$ cat config.mk
export PLATFORM = sky130hd
export DESIGN_NAME = camera_source
export DESIGN_NICKNAME = d
export VERILOG_FILES = /design/src/rtl/camera_pkg.sv /design/src/rtl/camera_pattern_gen.sv /design/src/rtl/camera_source.sv
export SDC_FILE = /design/constraint.sdc
export NUM_CORES = 1
export LEC_CHECK = 0
export CAP_MARGIN = 15
export CORE_MARGIN = 5
export CORE_UTILIZATION = 60
export CTS_BUF_LIST = sky130_fd_sc_hd__clkbuf_8
export DETAILED_ROUTE_END_ITERATION = 10
export HOLD_SLACK_MARGIN = 0.12
export PLACE_DENSITY = 0.84
export SETUP_SLACK_MARGIN = 0.1
export SLEW_MARGIN = 40
export SYNTH_ARGS = -nofsm -noshare
export SYNTH_HDL_FRONTEND = slang
export SYNTH_SLANG_ARGS = --single-unit
$ cat constraint.sdc
create_clock -name clk -period 9.83 [get_ports clk]
set_input_delay 1.966 -clock clk [delete_from_list [all_inputs] [get_ports clk]]
set_output_delay 1.966 -clock clk [all_outputs]
set_load 0.01 [all_outputs]
$ cat src/rtl/camera_pkg.sv
// Shared types and constants for the synthetic camera source.
package camera_pkg;

    typedef enum logic [1:0] {
        RAMP    = 2'd0,
        BARS    = 2'd1,
        CHECKER = 2'd2,
        LFSR    = 2'd3
    } pattern_e;

    typedef enum logic [1:0] {
        IDLE   = 2'd0,
        ACTIVE = 2'd1,
        HBLANK = 2'd2,
        VBLANK = 2'd3
    } state_e;

    localparam logic [7:0] LFSR_SEED = 8'h01;
    // Taps at bits 7,5,4,3 feed the new bit 0.
    localparam logic [7:0] LFSR_TAPS = 8'hB8;

    function automatic logic [7:0] lfsr_next(input logic [7:0] l);
        return {l[6:0], ^(l & LFSR_TAPS)};
    endfunction

endpackage

$ cat src/rtl/camera_pattern_gen.sv
// Test-pattern pixel function plus the LFSR that backs the LFSR pattern.
module camera_pattern_gen
    import camera_pkg::*;
(
    input  logic       clk,
    input  logic       rst_n,
    input  logic [1:0] pattern,
    input  logic [7:0] x,
    input  logic [7:0] y,
    input  logic       load,
    input  logic       advance,
    output logic [7:0] pixel
);

    logic [7:0] lfsr_q;
    logic [7:0] lfsr_cur;

    // A load shows the seed on the very pixel that loads it.
    assign lfsr_cur = load ? LFSR_SEED : lfsr_q;

    // Pixel value for the coordinate about to be emitted.
    always_comb begin
        pixel = 8'h00;
        case (pattern_e'(pattern))
            RAMP:    pixel = x + y;
            BARS:    pixel = {x[5:3], 5'b0};
            CHECKER: pixel = (x[3] ^ y[3]) ? 8'hFF : 8'h00;
            LFSR:    pixel = lfsr_cur;
            default: pixel = 8'h00;
        endcase
    end

    // LFSR steps once per emitted pixel and holds through blanking.
    always_ff @(posedge clk or negedge rst_n) begin
        if (!rst_n)
            lfsr_q <= LFSR_SEED;
        else if (advance)
            lfsr_q <= lfsr_next(lfsr_cur);
    end

endmodule

$ cat src/rtl/camera_source.sv
// Synthetic raster sensor: frame/line timing FSM, counters and registered
// pixel-stream outputs. Coordinates x/y always name the pixel on the outputs.
module camera_source
    import camera_pkg::*;
#(
    parameter int H_ACTIVE = 64,
    parameter int V_ACTIVE = 48,
    parameter int H_BLANK  = 16,
    parameter int V_BLANK  = 32
) (
    input  logic        clk,
    input  logic        rst_n,
    input  logic        enable,
    input  logic [1:0]  pattern_sel,
    output logic        cam_valid,
    output logic        cam_sof,
    output logic        cam_eol,
    output logic [7:0]  cam_pixel,
    output logic        frame_done,
    output logic [15:0] frame_count
);

    localparam int XW   = (H_ACTIVE > 1) ? $clog2(H_ACTIVE) : 1;
    localparam int YW   = (V_ACTIVE > 1) ? $clog2(V_ACTIVE) : 1;
    localparam int BMAX = (H_BLANK > V_BLANK) ? H_BLANK : V_BLANK;
    localparam int BW   = $clog2(BMAX + 1);

    localparam logic [XW-1:0] X_LAST  = XW'(H_ACTIVE - 1);
    localparam logic [YW-1:0] Y_LAST  = YW'(V_ACTIVE - 1);
    localparam logic [BW-1:0] HB_LAST = BW'(H_BLANK - 1);
    localparam logic [BW-1:0] VB_LAST = BW'(V_BLANK - 1);

    state_e        state;
    logic [XW-1:0] x, px_x;
    logic [YW-1:0] y, px_y;
    logic [BW-1:0] bcnt;
    logic [1:0]    pat, px_pat;
    logic          frame_start, line_start, emit;
    logic [7:0]    pix;

    // Decide whether a pixel is emitted after this edge and which one.
    always_comb begin
        frame_start = ((state == IDLE) || (state == VBLANK && bcnt == VB_LAST)) && enable;
        line_start  = (state == HBLANK) && (bcnt == HB_LAST);
        emit        = frame_start || line_start || (state == ACTIVE && x != X_LAST);
        px_x        = (frame_start || line_start) ? '0 : x + XW'(1);
        px_y        = frame_start ? '0 : (line_start ? y + YW'(1) : y);
        px_pat      = frame_start ? pattern_sel : pat;
    end

    camera_pattern_gen u_pattern (
        .clk     (clk),
        .rst_n   (rst_n),
        .pattern (px_pat),
        .x       (8'(px_x)),
        .y       (8'(px_y)),
        .load    (frame_start),
        .advance (emit),
        .pixel   (pix)
    );

    // Timing FSM with registered stream outputs; pattern latched per frame.
    always_ff @(posedge clk or negedge rst_n) begin
        if (!rst_n) begin
            state       <= IDLE;
            x           <= '0;
            y           <= '0;
            bcnt        <= '0;
            pat         <= '0;
            cam_valid   <= 1'b0;
            cam_sof     <= 1'b0;
            cam_eol     <= 1'b0;
            cam_pixel   <= 8'h00;
            frame_done  <= 1'b0;
            frame_count <= 16'd0;
        end else begin
            cam_valid  <= emit;
            cam_sof    <= frame_start;
            cam_eol    <= emit && (px_x == X_LAST);
            frame_done <= emit && (px_x == X_LAST) && (px_y == Y_LAST);
            cam_pixel  <= emit ? pix : 8'h00;
            if (frame_start) begin
                frame_count <= frame_count + 16'd1;
                pat         <= pattern_sel;
            end
            if (emit) begin
                state <= ACTIVE;
                x     <= px_x;
                y     <= px_y;
            end else begin
                case (state)
                    ACTIVE: begin
                        state <= (y == Y_LAST) ? VBLANK : HBLANK;
                        bcnt  <= '0;
                    end
                    HBLANK: bcnt <= bcnt + BW'(1);
                    VBLANK: begin
                        if (bcnt == VB_LAST)
                            state <= IDLE;
                        else
                            bcnt <= bcnt + BW'(1);
                    end
                    default: ;
                endcase
            end
        end
    end

endmodule

==> impl_metrics.tcl, run 1 <==
set metrics [dict create \
    via_count 2565 \
    wl_met3_um 313 \
    max_stage_delay_ns 0.61 \
    drc 0 \
    netlist_top_cells_area "dfrtp_1 45%, nand2_1 5.6%, xnor2_1 5.6%" \
    critPathBufInv 3 \
    p_per_area_nw_per_um2 125 \
    synthCells 335 \
    hold_start "frame_count[15]" \
    dieArea_um2 6770 \
    numCtsBuffers 9 \
    gr-usage-all-layers 0.223 \
    clock-sinks 58 \
    yosys_register_bits 58 \
    finalWirelength_mm 6.62 \
    firstDrtPassIters 4 \
    synth_common_cells "57 x dfrtp_1, 47 x nand2_1, 39 x nor2_1" \
    final.min_clock_period_ns 5.04 \
    path_cells "clkdlybuf4s50_1, or3b_1, o21a_1, inv_2, nor2_1, ha_1, inv_1, fa_1, nor2b_1, o21ai_0, a21boi_0, o21ai_0, a2bb2oi_1, a32o_1" \
    worstSetupPathType "in2reg" \
    r2r_start "bcnt[0]" \
    place_ws_ns 4.48 \
    hold_class "reg2reg" \
    fmax_ghz 0.198 \
    clkLatencyLatePin_ns 0.34 \
    post_cts_resized 0 \
    die_h_um 82.3 \
    cp.required_ns 10.10 \
    stdcell_count 443 \
    tns_ns 0 \
    cp.depth 14 \
    synthArstFlopShare 1.00 \
    crit_arrival_ns 5.31 \
    period_share 0.513 \
    fp.coreArea_um2 5110 \
    grt_max_degree 59 \
    vias_per_cell 5.79 \
    ios 33 \
    grt_pass1_wl_mm 11.3 \
    worst_hold_path.endpoint "frame_count[15]" \
    grt_pass1_vias 2504 \
    synth_ff_type "dfrtp_1" \
    dp_hpwl_mm 4.75 \
    num-fill-cells 401 \
    mappedNetlistArea_um2 3140 \
    gp_congestion 0.864 \
    hold_slack_ns 0.479 \
    m1WireLength_mm 3.08 \
    cts.path.max_buffers 2 \
    start_kind "input port" \
    top_layer "met4" \
    fin_ws_ns 4.79 \
    die_w_um 82.3 \
    finalMaxSlewViolations 0 \
    cp-end-kind "flop" \
    post_cts_buffers 0 \
    ant_nets 0 \
    seq_area_um2 1450 \
    reg2reg_to "cam_pixel[6]" \
    yosysMostFrequentCell "dfrtp_1" \
    synth_top_area_cell "dfrtp_1" \
    synth_top_area_share 0.455 \
    holdBufCountCts 0 \
    rsz0062_at_grt "no" \
    diodes 0 \
    worst_slew_pin_slew_ns 0.752 \
    htree_levels 3 \
    grt-ovfl-total 0 \
    seq_area_frac_synth 0.463 \
    cp_max_fo 26 \
    setup_viol 0 \
    vdd_drop_max_mv 0.0717 \
    synth_nets 351 \
    cp_top_family "compound AO/OA/AOI/OAI gates" \
    drt_iter0_markers 165 \
    synth_edf_count 0 \
    fin_skew_ns 0.00944 \
    num_rows 26 \
    hold_viol_final 0 \
    ys_warn_count 0 \
    cts.reportedPaths.clkPinSlew_ns 0.06 \
    nNetsFinal 385 \
    io_buffers 32 \
    maxSlewHeadroom 0.499 \
    area_growth_pct 17.1 \
    dpl.cell_count 427 \
    cp_common_cell "o21ai_0" \
    status "completed" \
    multiInputGateArea_um2 1560 \
    cts_tree "built" \
    antenna_found_initial 0 \
    reg2reg_slack_ns 6.31 \
    start_util 0.614 \
    dr_wl_met2_mm 3.09 \
    cp_slowest_cell "o21a_1" \
    yosys.cell_types.count 53 \
    avgSynthCellArea_um2 9.36 \
    routedWlPerCell_um 15.0 \
    fin_util 0.719 \
    root_buffer "clkbuf_8" \
    drive_gt1_frac 0.0831 \
    maxCapViolCount 0 \
    r2r_cells 14 \
    power_leakage_nw 1.66 \
    worstHoldPathCells 1 \
]
-- worst max-delay path by stage --
| stage | from | slack, ns | endpoint |
|---|---|---|---|
| 2_1_floorplan | enable | 5.14 | cam_pixel[6] |
| 3_3_place_gp | enable | 4.68 | cam_pixel[6] |
| 3_5_place_dp | enable | 4.48 | cam_pixel[6] |
| 4_1_cts | enable | 4.84 | cam_pixel[6] |
| 5_1_grt | enable | 4.45 | cam_pixel[6] |
| 6_report | enable | 4.79 | cam_pixel[6] |
-- kinds of logic (layout without fill, tap and decap cells) --
kind of cell    count (synthesis)  count (layout)  synth area share
xor+xnor                       36              36             0.101
buf+inv                        30              68            0.0383
compound gates                 48              48             0.108
fa+ha+maj                      11              11            0.0463
simple gates                  146             146             0.223
flops                          58              58             0.463
mux                             6               6            0.0204
-- power by group --
group	leakage (nW)	switching, mW	internal [mW]
Combinational	0.825	0.0155	0.00922
Sequential	0.735	0.00362	0.241
Clock	0.0961	0.0892	0.101
Total	1.66	0.108	0.352
-- layout by cell type (no fill, tap or decap), types with 3 or more instances in the layout --
cell type	instances
nand3_1	24
a221oi_1	6
nor2_1	39
xnor2_1	20
ha_1	10
o31ai_1	4
clkdlybuf4s50_1	31
xor2_1	16
inv_1	19
o21ai_0	13
mux2i_1	3
a21oi_1	6
and3_1	3
nand2_1	47
mux2_2	3
clkbuf_8	11
clkinv_2	3
nor4_1	4
nand4_1	9
dfrtp_1	57
-- stage by stage --
| stage | area, um^2 | power [mW] |
|---|---|---|
| 2_1_floorplan | 3140 | 0.262 |
| 3_3_place_gp | 3500 | 0.273 |
| 3_5_place_dp | 3500 | 0.274 |
| 4_1_cts | 3670 | 0.463 |
| 5_1_grt | 3670 | 0.479 |
| 6_report | 3670 | 0.460 |
-- state kept, by name, summed over array words and instances, names as in the netlist, 2 cells and up --
name	flops
cam_pixel	8
u_pattern.lfsr_q	8
x	6
frame_count	16
state	2
bcnt	6
y	6
pat	2
-- layer usage --
layer | GRT usage | up-vias
met3 | 0.0586 | 17
li1 | - | 1231
met4 | 0.108 | 0
met5 | 0 | -
met1 | 0.293 | 1242
met2 | 0.343 | 75
-- worst reg2reg max path, stage by stage (launching register included) --
cell and delay, ns:
dfrtp_1 0.40, ha_1 0.25, nand4_1 0.10, o21a_1 0.61, inv_2 0.37, nor2_1 0.23, ha_1 0.19, inv_1 0.06
fa_1 0.39, nor2b_1 0.11, o21ai_0 0.10, a21boi_0 0.17, o21ai_0 0.10, a2bb2oi_1 0.18, a32o_1 0.19
-- layout make-up --
class | instances | area share
clock inverter | 4 | 0.00511
timing repair buffer | 34 | 0.0893
multi-input combinational | 247 | 0.426
inverter | 19 | 0.0194
sequential | 58 | 0.396
clock buffer | 11 | 0.0412
tap | 70 | 0.0239
Note: power is estimated with default switching activity, not from simulation.
==> run 2: changes to the inputs <==
CORE_UTILIZATION = 59   (was 60)
PLACE_DENSITY = 0.83   (was 0.84)
clock period = 4.8 ns   (was 9.83 ns; I/O delays follow)
==> impl_metrics.tcl, run 2 (same netlist as run 1, synthesis figures left out) <==
set metrics [dict create \
    post_cts_buffers 0 \
    maxCapViolCount 0 \
    regMostFlops "frame_count" \
    cp.required_ns 5.02 \
    root_buffer "clkbuf_8" \
    firstDrtPassIters 4 \
    vias_per_cell 5.76 \
    start_util 0.610 \
    final_common_cell "dfrtp_1" \
    cts.reportedPaths.clkPinSlew_ns 0.07 \
    area_growth_pct 16.8 \
    drt_iter0_markers 175 \
    p_clk_frac 0.395 \
    status "completed" \
    p_int_mw 0.689 \
    p_per_area_nw_per_um2 249 \
    start_kind "input port" \
    grt.busiest_layer "met2" \
    num_rows 26 \
    seqPwrFrac 0.550 \
    fin_util 0.712 \
    diodes 0 \
    tns_ns 0 \
    via_count 2556 \
    crit_arrival_ns 3.90 \
    power_leakage_nw 1.65 \
    grt_max_degree 59 \
    htree_levels 3 \
    fin_skew_ns 0.00926 \
    grt-ovfl-total 0 \
    die_h_um 82.9 \
    final.min_clock_period_ns 3.68 \
    cts.path.max_buffers 2 \
    finalMaxSlewViolations 0 \
    grt_use_met2 0.316 \
    clock-sinks 58 \
    io_buffers 32 \
    fp.coreArea_um2 5140 \
    holdBufCountCts 0 \
    gr-usage-all-layers 0.209 \
    p_switching_mw 0.222 \
    antenna_found_initial 0 \
    dp_hpwl_mm 4.85 \
    hold_class "reg2reg" \
    drive_gt1_frac 0.0829 \
    maxSlewHeadroom 0.523 \
    max_stage_delay_ns 0.52 \
    routedWlPerCell_um 15.3 \
    use_met3 0.0485 \
    fmax_ghz 0.272 \
    p_comb_frac 0.055 \
    largest_reg_flops 16 \
    rsz0062_at_grt "no" \
    nNetsFinal 386 \
    worst_slew_pin_slew_ns 0.715 \
    post_cts_resized 0 \
    ant_nets 0 \
    dieArea_um2 6870 \
    worstSetupPathType "in2reg" \
    die_w_um 82.9 \
    cp_max_fo 26 \
    grt_use_met1 0.280 \
    period_share 0.767 \
    gp_congestion 0.910 \
    hold_viol_final 0 \
    cts_tree "built" \
    hold_slack_ns 0.464 \
    layout_common_cells "57 x dfrtp_1, 47 x nand2_1, 39 x nor2_1" \
    grt_pass1_vias 2500 \
    ios 33 \
    vdd_drop_max_mv 0.166 \
    swShare 0.243 \
    dpl_cell_area_um2 3500 \
    path_cells "clkdlybuf4s50_1, or3b_1, o21a_1, inv_2, nor2_1, ha_1, inv_1, fa_1, nor2b_1, o21ai_0, a21boi_0, o21ai_0, a2bb2oi_1, a32o_1" \
    drc 0 \
    clkLatencyLatePin_ns 0.34 \
    numCtsBuffers 9 \
    cp-end-kind "flop" \
    final_area_um2 3660 \
    grt_pass1_wl_mm 11.7 \
    top_regs "frame_count x16, cam_pixel x8, u_pattern.lfsr_q x8" \
    setup_viol 0 \
    cp_common_cell "o21ai_0" \
    cp_slowest_cell "clkdlybuf4s50_1" \
    finalWirelength_mm 6.78 \
]
[run 2: cell count changes in the layout (fill, tap and decap cells not counted)]
cell      delta
clkbuf_8     -2
inv_1        +1
buf_4        +1
clkinv_2     +1
[run 2: worst max-delay path: cells and delay by family]
kind / cells / cell delay [ns]
AO/OA/AOI/OAI: 6 / 1.02
buffers and inverters: 3 / 0.96
AND/OR/NAND/NOR: 3 / 0.51
adder cells (fa/ha/maj): 2 / 0.42
[run 2: worst paths after layout]
| kind | from | end | slack (ns) | cells after the start |
|---|---|---|---|---|
| max | enable | cam_pixel[6] | 1.12 | 14 |
| min in group asynchronous | rst_n | frame_count[10] | 0.76 | 2 |
| min reg2reg | frame_count[15] | frame_count[15] | 0.46 | 1 |
| min | frame_count[15] | frame_count[15] | 0.46 | 1 |
| max reg2reg | bcnt[0] | cam_pixel[6] | 1.38 | 14 |
| max in group asynchronous | rst_n | x[1] | 3.56 | 2 |
[run 2: cell type report]
class / count / area [um^2]
repair buffers: 35 / 335
clock buffers: 9 / 124
clock inverters: 6 / 27.5
fillers: 392 / 1480
inverters: 19 / 71.3
multi-input cells: 247 / 1560
well taps: 70 / 87.6
flip-flops and latches: 58 / 1450
[run 2: layer usage]
metal	vias up	part of all wire
li1	1227	-
met1	1238	0.45
met2	71	0.47
met3	20	0.051
met4	0	0.028
met5	-	0
[run 2: power groups by stage]
stage,registers [mW],clock network (mW),logic (mW)
3_5_place_dp,0.509,0,0.0499
6_report,0.501,0.360,0.0502
4_1_cts,0.501,0.364,0.0503
2_1_floorplan,0.508,0,0.0284
3_3_place_gp,0.509,0,0.0490
5_1_grt,0.501,0.386,0.0573
[run 2: through the flow]
stage                     setup slack, ns  power, mW  cells
final                                1.12      0.911    444
after global routing                0.922      0.945    444
after CTS                            1.15      0.915    443
after detailed placement            0.807      0.559    428
after global placement              0.925      0.558    428
after floorplan                      1.12      0.536    335
==> run 3: changes to the inputs <==
clock period = 3.5 ns   (was 4.8 ns; I/O delays follow)
==> impl_metrics.tcl, run 3 (same netlist as run 1, synthesis figures left out) <==
set metrics [dict create \
    status "completed" \
    diodes 0 \
    setup_viol 0 \
    critPathLaunch "enable" \
    power_mw 1.36 \
    p_clk_frac 0.443 \
    antenna_found_initial 0 \
    worst_slew_pin_slew_ns 0.573 \
    cp.required_ns 3.73 \
    finalWirelength_mm 6.77 \
    post_cts_buffers 0 \
    grt_pass1_vias 2524 \
    fin_skew_ns 0.00826 \
    place_ws_ns -0.0192 \
    top_regs "frame_count x16, cam_pixel x8, u_pattern.lfsr_q x8" \
    start_util 0.610 \
    final.min_clock_period_ns 3.18 \
    stdcell_count 450 \
    die_h_um 82.9 \
    firstDrtPassIters 4 \
    hold_class "in2async" \
    final_common_cell "dfrtp_1" \
    largest_reg_flops 16 \
    io_buffers 32 \
    die_w_um 82.9 \
    p_int_mw 1.05 \
    cp_max_fo 11 \
    grt_max_degree 50 \
    hold_slack_ns 0.361 \
    fmax_ghz 0.314 \
    clock-sinks 58 \
    maxSlewHeadroom 0.614 \
    hold_viol_final 0 \
    finalMaxSlewViolations 0 \
    clkLatencyLatePin_ns 0.34 \
    swShare 0.224 \
    power_leakage_nw 1.70 \
    area_growth_pct 19.9 \
    fin_ws_ns 0.318 \
    r2r_cells 15 \
    vias_per_cell 5.69 \
    ios 33 \
    dpl.cell_count 433 \
    fin_util 0.731 \
    final_area_um2 3760 \
    grt-ovfl-total 0 \
    num_rows 26 \
    reg2reg_to "cam_pixel[6]" \
    holdBufCountCts 0 \
    regMostFlops "frame_count" \
    drive_gt1_frac 0.103 \
    period_share 0.909 \
    num-fill-cells 389 \
    vdd_drop_max_mv 0.234 \
    ant_nets 0 \
    worstSetupPathType "in2reg" \
    routedWlPerCell_um 15.0 \
    p_comb_frac 0.052 \
    cp-end-kind "flop" \
    start_kind "input port" \
    grt_pass1_wl_mm 11.8 \
    reg2reg_slack_ns 0.40 \
    cts_tree "built" \
    cts.reportedPaths.clkPinSlew_ns 0.06 \
    rsz0062_at_grt "no" \
    tns_ns 0 \
    drt_iter0_markers 213 \
    gr-usage-all-layers 0.210 \
    dp_hpwl_mm 4.86 \
    via_count 2560 \
    p_switching_mw 0.305 \
    seqPwrFrac 0.505 \
    gp_congestion 0.920 \
    drc 0 \
    crit_arrival_ns 3.41 \
    nNetsFinal 391 \
    layout_common_cells "57 x dfrtp_1, 47 x nand2_1, 38 x nor2_1" \
    r2r_start "bcnt[0]" \
    numCtsBuffers 9 \
    cts.path.max_buffers 2 \
    dpl_cell_area_um2 3540 \
    p_per_area_nw_per_um2 362 \
    root_buffer "clkbuf_8" \
    dieArea_um2 6870 \
    maxCapViolCount 0 \
    fp.coreArea_um2 5140 \
    htree_levels 3 \
]
[run 3: cell types whose count changed in the layout (fill, tap and decap cells not counted)]
cell,before,now
buf_2,1,0
buf_4,2,8
clkbuf_8,9,14
clkinv_2,4,1
inv_1,20,19
nor2_1,39,38
nor2_4,0,1
[run 3: how the worst max path moves through the flow]
stage | endpoint | slack [ns] | cells past startpoint
3_5_place_dp | cam_pixel[6] | -0.02 | 14
5_1_grt | cam_pixel[6] | 0.11 | 14
6_report | cam_pixel[6] | 0.32 | 14
4_1_cts | cam_pixel[6] | 0.29 | 13
3_3_place_gp | cam_pixel[6] | 0.14 | 14
2_1_floorplan | cam_pixel[6] | 0.17 | 16
[run 3: cell type report]
| cell class | instances | area (um^2) | area share |
|---|---|---|---|
| clock buffer | 14 | 193 | 0.0513 |
| clock inverter | 2 | 8.76 | 0.00233 |
| inverter | 19 | 71.3 | 0.0190 |
| multi-input combinational | 247 | 1570 | 0.418 |
| sequential | 58 | 1450 | 0.386 |
| tap | 70 | 87.6 | 0.0233 |
| timing repair buffer | 40 | 375 | 0.0999 |
[run 3: worst max-delay path: stages]
cell and delay [ns]:
clkdlybuf4s50_1 0.52, or3b_1 0.36, o21a_1 0.17, inv_2 0.16, nor2_1 0.08, ha_1 0.22
inv_1 0.07, fa_1 0.21, nor2b_1 0.06, o21ai_0 0.19, a21boi_0 0.12, o21ai_0 0.19
a2bb2oi_1 0.09, a32o_1 0.26
[run 3: power groups by stage]
stage	logic (mW)	clock network [mW]	registers, mW
finish	0.0706	0.602	0.687
global route	0.0808	0.642	0.688
CTS	0.0715	0.611	0.687
detailed placement	0.0708	0	0.699
global placement	0.0686	0	0.699
floorplan	0.0389	0	0.696
[run 3: layer usage]
metal  wire (um)  global-route usage  vias up
li1            -                   -     1237
met5           0                   0        -
met4         141              0.0921        0
met3         333              0.0515       13
met2        3250               0.335       68
met1        3040               0.271     1242
[run 3: timing repair]
item | CTS | global route
resized for setup | 1 | 1
hold endpoints to repair | 0 | 0
endpoints found under the setup margin | 1 | 1
